`config.mk`:
```
export PLATFORM = sky130hd
export DESIGN_NAME = sensor_conditioner
export DESIGN_NICKNAME = d
export VERILOG_FILES = /design/src/rtl/sensor_conditioner.sv
export SDC_FILE = /design/constraint.sdc
export NUM_CORES = 1
export LEC_CHECK = 0
export ABC_AREA = 1
export ABC_CLOCK_PERIOD_IN_PS = 5100
export BUFFER_PORTS_ARGS = -buffer_cell sky130_fd_sc_hd__buf_2
export CORE_MARGIN = 2
export CORE_UTILIZATION = 42
export DETAILED_ROUTE_END_ITERATION = 8
export REMOVE_ABC_BUFFERS = 1
export SKIP_LAST_GASP = 1
export SLEW_MARGIN = 20
export SYNTH_ARGS = -nofsm -noshare
export SYNTH_HDL_FRONTEND = slang
export SYNTH_SLANG_ARGS = --single-unit
```
`constraint.sdc`:
```
create_clock -name Clk -period 5.1 [get_ports Clk]
set_clock_uncertainty 0.15 [all_clocks]
set_input_delay 1.02 -clock Clk [delete_from_list [all_inputs] [get_ports Clk]]
set_output_delay 1.02 -clock Clk [all_outputs]
set_load 0.01 [all_outputs]
```
`src/rtl/sensor_conditioner.sv`:
```
// Synchronises and debounces the raw car detector and emergency request feeding the traffic controller.
// Optional macro CAR_LATCH_EN turns C into a request latch that is cleared by car_served.
module sensor_conditioner #(
    parameter int DEB_CYCLES = 4,
    parameter int EMG_DEB    = 2,
    parameter int EMG_HOLD   = 8,
    parameter int EMG_MAX    = 1000
) (
    input  logic Clk,
    input  logic reset,
    input  logic car_raw,
    input  logic emg_raw,
    input  logic car_served,
    output logic C,
    output logic Emergency,
    output logic emg_fault
);

    localparam int CW = $clog2(DEB_CYCLES) + 1;
    localparam int EW = $clog2(EMG_DEB) + 1;
    localparam int DW = $clog2(EMG_MAX) + 1;
    localparam int HW = $clog2(EMG_HOLD) + 1;

    localparam logic [CW-1:0] C_LAST = CW'(DEB_CYCLES - 1);
    localparam logic [EW-1:0] E_LAST = EW'(EMG_DEB - 1);
    localparam logic [DW-1:0] D_LAST = DW'(EMG_MAX - 1);
    localparam logic [HW-1:0] H_LAST = HW'(EMG_HOLD - 1);

    typedef enum logic [1:0] {
        IDLE    = 2'd0,
        ACTIVE  = 2'd1,
        HOLD    = 2'd2,
        LOCKOUT = 2'd3
    } emg_state_t;

    logic car_meta, car_s, emg_meta, emg_s;

    always_ff @(posedge Clk or negedge reset) begin
        if (!reset) begin
            car_meta <= 1'b0;
            car_s    <= 1'b0;
            emg_meta <= 1'b0;
            emg_s    <= 1'b0;
        end else begin
            car_meta <= car_raw;
            car_s    <= car_meta;
            emg_meta <= emg_raw;
            emg_s    <= emg_meta;
        end
    end

    // Car debounce: any single sample agreeing with the current level restarts the count.
    logic [CW-1:0] cnt_c;
    logic          car_deb;

    always_ff @(posedge Clk or negedge reset) begin
        if (!reset) begin
            cnt_c   <= '0;
            car_deb <= 1'b0;
        end else if (car_s == car_deb) begin
            cnt_c <= '0;
        end else if (cnt_c == C_LAST) begin
            car_deb <= car_s;
            cnt_c   <= '0;
        end else begin
            cnt_c <= cnt_c + 1'b1;
        end
    end

`ifdef CAR_LATCH_EN
    logic car_rise;
    assign car_rise = (car_s != car_deb) && (cnt_c == C_LAST) && car_s;

    // Set has priority so a served pulse cannot swallow a fresh arrival.
    always_ff @(posedge Clk or negedge reset) begin
        if (!reset)          C <= 1'b0;
        else if (car_rise)   C <= 1'b1;
        else if (car_served) C <= 1'b0;
    end
`else
    logic unused_car_served;
    assign unused_car_served = car_served;
    assign C = car_deb;
`endif

    emg_state_t    state, state_n;
    logic [EW-1:0] cnt_e, cnt_e_n;
    logic [DW-1:0] dur, dur_n, dur_inc;
    logic [HW-1:0] hold, hold_n;
    logic          emg_n, fault_n;

    assign dur_inc = (dur == D_LAST) ? dur : dur + 1'b1;

    always_ff @(posedge Clk or negedge reset) begin
        if (!reset) begin
            state     <= IDLE;
            cnt_e     <= '0;
            dur       <= '0;
            hold      <= '0;
            Emergency <= 1'b0;
            emg_fault <= 1'b0;
        end else begin
            state     <= state_n;
            cnt_e     <= cnt_e_n;
            dur       <= dur_n;
            hold      <= hold_n;
            Emergency <= emg_n;
            emg_fault <= fault_n;
        end
    end

    always_comb begin
        state_n = state;
        cnt_e_n = cnt_e;
        dur_n   = dur;
        hold_n  = hold;
        emg_n   = Emergency;
        fault_n = emg_fault;
        case (state)
            IDLE: begin
                emg_n   = 1'b0;
                fault_n = 1'b0;
                dur_n   = '0;
                hold_n  = '0;
                if (!emg_s) begin
                    cnt_e_n = '0;
                end else if (cnt_e == E_LAST) begin
                    state_n = ACTIVE;
                    emg_n   = 1'b1;
                    cnt_e_n = '0;
                end else begin
                    cnt_e_n = cnt_e + 1'b1;
                end
            end
            ACTIVE: begin
                emg_n = 1'b1;
                dur_n = dur_inc;
                // A drop on the limit edge is a normal release, not a fault.
                if (!emg_s) begin
                    state_n = HOLD;
                    hold_n  = '0;
                end else if (dur == D_LAST) begin
                    state_n = LOCKOUT;
                    emg_n   = 1'b0;
                    fault_n = 1'b1;
                end
            end
            HOLD: begin
                emg_n = 1'b1;
                dur_n = dur_inc;
                if (emg_s) begin
                    state_n = ACTIVE;
                    hold_n  = '0;
                end else if (hold == H_LAST) begin
                    state_n = IDLE;
                    emg_n   = 1'b0;
                end else begin
                    hold_n = hold + 1'b1;
                end
            end
            LOCKOUT: begin
                emg_n   = 1'b0;
                fault_n = 1'b1;
                if (!emg_s) begin
                    state_n = IDLE;
                    fault_n = 1'b0;
                    cnt_e_n = '0;
                end
            end
            default: state_n = IDLE;
        endcase
    end

endmodule

```
# ---- Word-level counts from Yosys, hierarchy flattened
# Index checks and enable logic that the tools add are counted.
dict set report classes {
  eq_ne 18
  mux 30
  add_sub_neg 4
  n_reduce_logical 12
  bitwise 1
}
# cell n
set ops {}
lappend ops {{$pmux 11 s2} 1}
lappend ops {{$mux 2} 9}
lappend ops {{$ne 2x2->1 const B} 7}
lappend ops {{$mux 4} 3}
lappend ops {{$pmux 4 s3} 1}
lappend ops {{$add 11x1->11 const B} 1}
lappend ops {{$eq 11x10->1 const B} 1}
lappend ops {{$mux 11} 1}
lappend ops {{$mux 1} 9}
lappend ops {{$ne 3x3->1 const B} 3}
lappend ops {{$pmux 2 s4} 1}
lappend ops {{$mux 3} 2}
lappend ops {{$reduce_and 2->1} 3}
lappend ops {{$reduce_and 3->1} 2}
lappend ops {{$reduce_bool 3->1} 2}
lappend ops {{$reduce_and 5->1} 1}
lappend ops {{$add 4x1->4 const B} 1}
lappend ops {{$eq 2x1->1 const B} 2}
lappend ops {{$eq 2x2->1 const B} 2}
lappend ops {{$eq 4x3->1 const B} 1}
lappend ops {{$pmux 1 s4} 1}
lappend ops {{$pmux 2 s2} 1}
lappend ops {{$reduce_bool 2->1} 2}
lappend ops {{$add 3x1->3 const B} 1}
lappend ops {{7 further kinds} 7}
dict set report word_totals {
  wordCells 77
  input_bits 5
  regBits 29
}

# ---- Longest topological paths before layout
dict set report depth {
  ltp_word 4
  mapped_depth 10
}

# ---- Worst setup path before layout
# OpenSTA, ideal clock, no wires.
dict set report synth_path {
  path_kind {reg-to-reg}
  startpoint {register state[0]}
  endpoint {register dur[9]}
  setup_ns 0.118
  path_slack_ns 3.455
  synth_period_minus_slack_ns 1.645
  required_ns 4.832
  stages_incl_launch_ff 8
  t_arrival_ns 1.377
  path_cell_list {dfrtp_1 -> inv_1 -> ha_1 -> inv_1 -> nand2_1 -> nand2_2 -> nand3_1 -> nand2_1}
}
dict set report synth_between {
  elab_chain_cells 4
}
# element line_no
set synth_rtl {}
lappend synth_rtl {{from (decl)} 86} ;# emg_state_t state, state_n;
lappend synth_rtl {{from (signal assigned)} 103} ;# state <= state_n;
lappend synth_rtl {{$eq 2x2->1 / $eq 2x1->1 (equally long branches)} 119} ;# case (state)
lappend synth_rtl {{$reduce_or 2->1 (no source line)} n/a}
lappend synth_rtl {{$ne 2x2->1 (no source line) / $reduce_bool 2->1 (equally long branches)} n/a}
lappend synth_rtl {{$reduce_and 2->1 (no source line)} n/a}
lappend synth_rtl {{to (signal assigned)} 105} ;# dur <= dur_n;
lappend synth_rtl {{to (decl)} 88} ;# logic [DW-1:0] dur, dur_n, dur_inc;
# Parallel ways exist; a longest one is shown, timed or not.
# A chain may end at the register's enable or synchronous reset.

# ---- Final worst setup path
dict set report layout_path {
  startpoint {register car_deb, in the netlist C}
  endpoint {output port C}
}
# element line_no
set layout_lines {}
lappend layout_lines {{from (decl)} 54} ;# logic car_deb;
lappend layout_lines {{from (signal assigned)} 63} ;# car_deb <= car_s;
lappend layout_lines {{to (decl)} 14} ;# output logic C,
# No word-level cell between the ends.

==> results.toml <==
[status]
status = "completed"

[pwr]
max-vdd-ir-drop_v = 0.000183
leakagePower_nw = 0.883
p_per_area_mw_per_mm2 = 502

[logic_synthesis]
synth_top_cell_by_area = "sky130_fd_sc_hd__dfrtp_1"
yosysWarningCount = 0
synth.avg_cell_area_um2 = 8.00
top_post_synthesis_cells_by_area = "sky130_fd_sc_hd__dfrtp_1 46%, sky130_fd_sc_hd__nand2_1 11%, sky130_fd_sc_hd__ha_1 7.1%"
ys_seq_area_share_pct = 45.8
yosysTopAreaCellShare_pct = 45.8
yosys.cell_types.count = 26
syn-instance-count = 198
synth-seq-cells = 29
cell_area_after_technology_mapping_mm2 = 0.00158

[route]
via_per_inst = 4.96
final_antenna_net_count = 0
route.detailed.wl_per_inst_um = 11.3
dr_total_vias = 1280
drt-total-wl_um = 2910
drcViolationCount = 0
drt_first_pass_iters = 4
drt_first_iter_violations = 74

[final_layout]
final_design_area_no_fill_mm2 = 0.00176
syn2layout_area_growth_pct = 11.1
antenna_cells_inserted = 0
stdcell_count = 258
commonest_non_fill_non_tap_cell_in_the_layout = "sky130_fd_sc_hd__nand2_1"
design.final.nets = 223
mostFrequentLayoutCells = "48 x sky130_fd_sc_hd__nand2_1, 29 x sky130_fd_sc_hd__dfrtp_1, 26 x sky130_fd_sc_hd__inv_1"
drive_gt1_share_pct = 11.0

[timing]
post-route-period-util_pct = 39.0
fmax_mhz = 503
setup-violations-final = 0
timing_hold_violations_final = 0
final_critical_delay_including_setup_and_external_delays_ps = 1990
rsz0062_at_grt = "no"
final-max-slew-violation-count = 0
finalSetupTns_ps = 0
worst_hold_slack_ps = 199
slew-limit-headroom_pct = 57.3
max_slew.worst_pin.slew_ps = 640

[cts]
postCtsHoldBufs = 0
post_cts.resized_instances = 0
count_of_buffers_added_by_post_cts_timing_repair_for_setup = 0
cts_tree = "done"
cts_buffers = 5
clk_latency_ps = 280
htreeDepth = 2
clock_transition_at_path_regs_ps = 60
clock-sinks = 29
clock_tree.root_cell = "sky130_fd_sc_hd__clkbuf_8"
cts.path.max_buffers = 2

[min_path]
hold_path.class = "flop to flop"
worst_hold_startpoint = "emg_meta"

[critical_path]
critPathArrivalTime_ps = 820
cpPeakStageDelay_ps = 400
timing.reg2reg.worst_path_depth = 7
critical_path.reg2reg.startpoint = "state[1]"
critPathTopFamily = "flip-flops"
critical_path_required_ps = 3930
worstReg2RegEnd = "dur[9]"
setup.worst_path.start_class = "flop"
critical_path_buf_inv_count = 1
crit_path_end = "C"
cpMaxStageDelayCell = "sky130_fd_sc_hd__dfrtp_1"
crit_path_max_fanout = 3
endpoint_kind = "primary output"
timing.setup.critical_path_class = "flop to primary output"
startpoint = "C"
crit_path_cell_trace = "buf_2"
reg2reg_slack_ps = 3120
path_depth = 1

[floorplan]
core-area_mm2 = 0.00363
die_w_um = 65.4
std_cell_rows = 22
ios = 8
die_ar_mm2 = 0.00428
dieHeight_um = 65.4
floorplan.initialDensity_pct = 43.6

[global_routing]
grt.total_usage_pct = 16.7
grt_max_degree = 30
grt_pass1_vias = 1288
global_route_overflow = 0
antenna_found_initial = 0
wire_length_of_the_first_global_routing_pass_um = 5410

[place]
placedCellCount = 250
dpl-instance-area_mm2 = 0.00166
place_congestion = 0.833
hpwl_um = 2150
buffer_ports.inserted = 6

[run]
cap_violations = 0
==> worst min-delay path by stage <==
stage,endpoint,slack [ps],depth (start not counted)
2_1_floorplan,car_s,180,0
3_3_place_gp,emg_s,180,0
3_5_place_dp,car_s,180,0
4_1_cts,car_s,200,0
5_1_grt,car_s,210,0
6_report,emg_s,200,0
==> power by group <==
| part | internal (mW) | switching, mW |
|---|---|---|
| sequential | 0.285 | 0.0497 |
| clock | 0.122 | 0.0838 |
| combinational | 0.114 | 0.229 |
==> area by class of cell <==
cell class | count | area (um2)
inverter | 27 | 101
multi-input combinational | 140 | 741
sequential | 29 | 726
tap | 48 | 60.1
fill | 364 | 1870
clock inverter | 1 | 5.00
clock buffer | 7 | 96.3
timing repair buffer | 6 | 30.0
==> layer usage <==
layer / global-route usage [%] / vias up / part of all wire, %
met3: 3.77 / 4 / 3.9
met2: 27.0 / 18 / 49
met4: 11.7 / 0 / 1.8
met1: 19.4 / 606 / 46
met5: 0 / - / 0
li1: - / 652 / -
==> cells by family (layout without fill, tap and decap cells) <==
kind of cell / Yosys count / count (layout) / synth area share (%)
simple gates: 103 / 103 / 29.0
flops: 29 / 29 / 45.8
buf+inv: 29 / 41 / 7.42
compound gates: 22 / 22 / 7.19
fa+ha+maj: 9 / 9 / 7.11
xor+xnor: 5 / 5 / 2.77
mux: 1 / 1 / 0.711
==> sequential cells by signal (all words and copies together) (netlist names) <==
name / count
car_meta: 1
C: 1
cnt_c: 3
state: 2
emg_fault: 1
emg_meta: 1
emg_s: 1
Emergency: 1
cnt_e: 2
dur: 11
hold: 4
car_s: 1
==> cell usage after synthesis, drive strengths merged <==
library cell	n
or2	1
nor3	1
buf	2
o21bai	1
inv	27
xnor2	2
nand3	22
nor2	23
a31oi	1
nand2	51
dfrtp	29
nand4	4
a21oi	7
nor3b	1
xor2	3
mux2	1
o21ai	13
ha	9
==> per-stage QoR <==
| stage | power (mW) | setup WS, ps | util, % |
|---|---|---|---|
| after floorplan | 0.588 | 3460 | - |
| after global placement | 0.671 | 3160 | 45.6 |
| after detailed placement | 0.684 | 3110 | 45.6 |
| after CTS | 0.898 | 3090 | 48.4 |
| after global routing | 0.968 | 2960 | 48.4 |
| final | 0.883 | 3110 | 48.4 |
(Power assumes the default switching activity.)
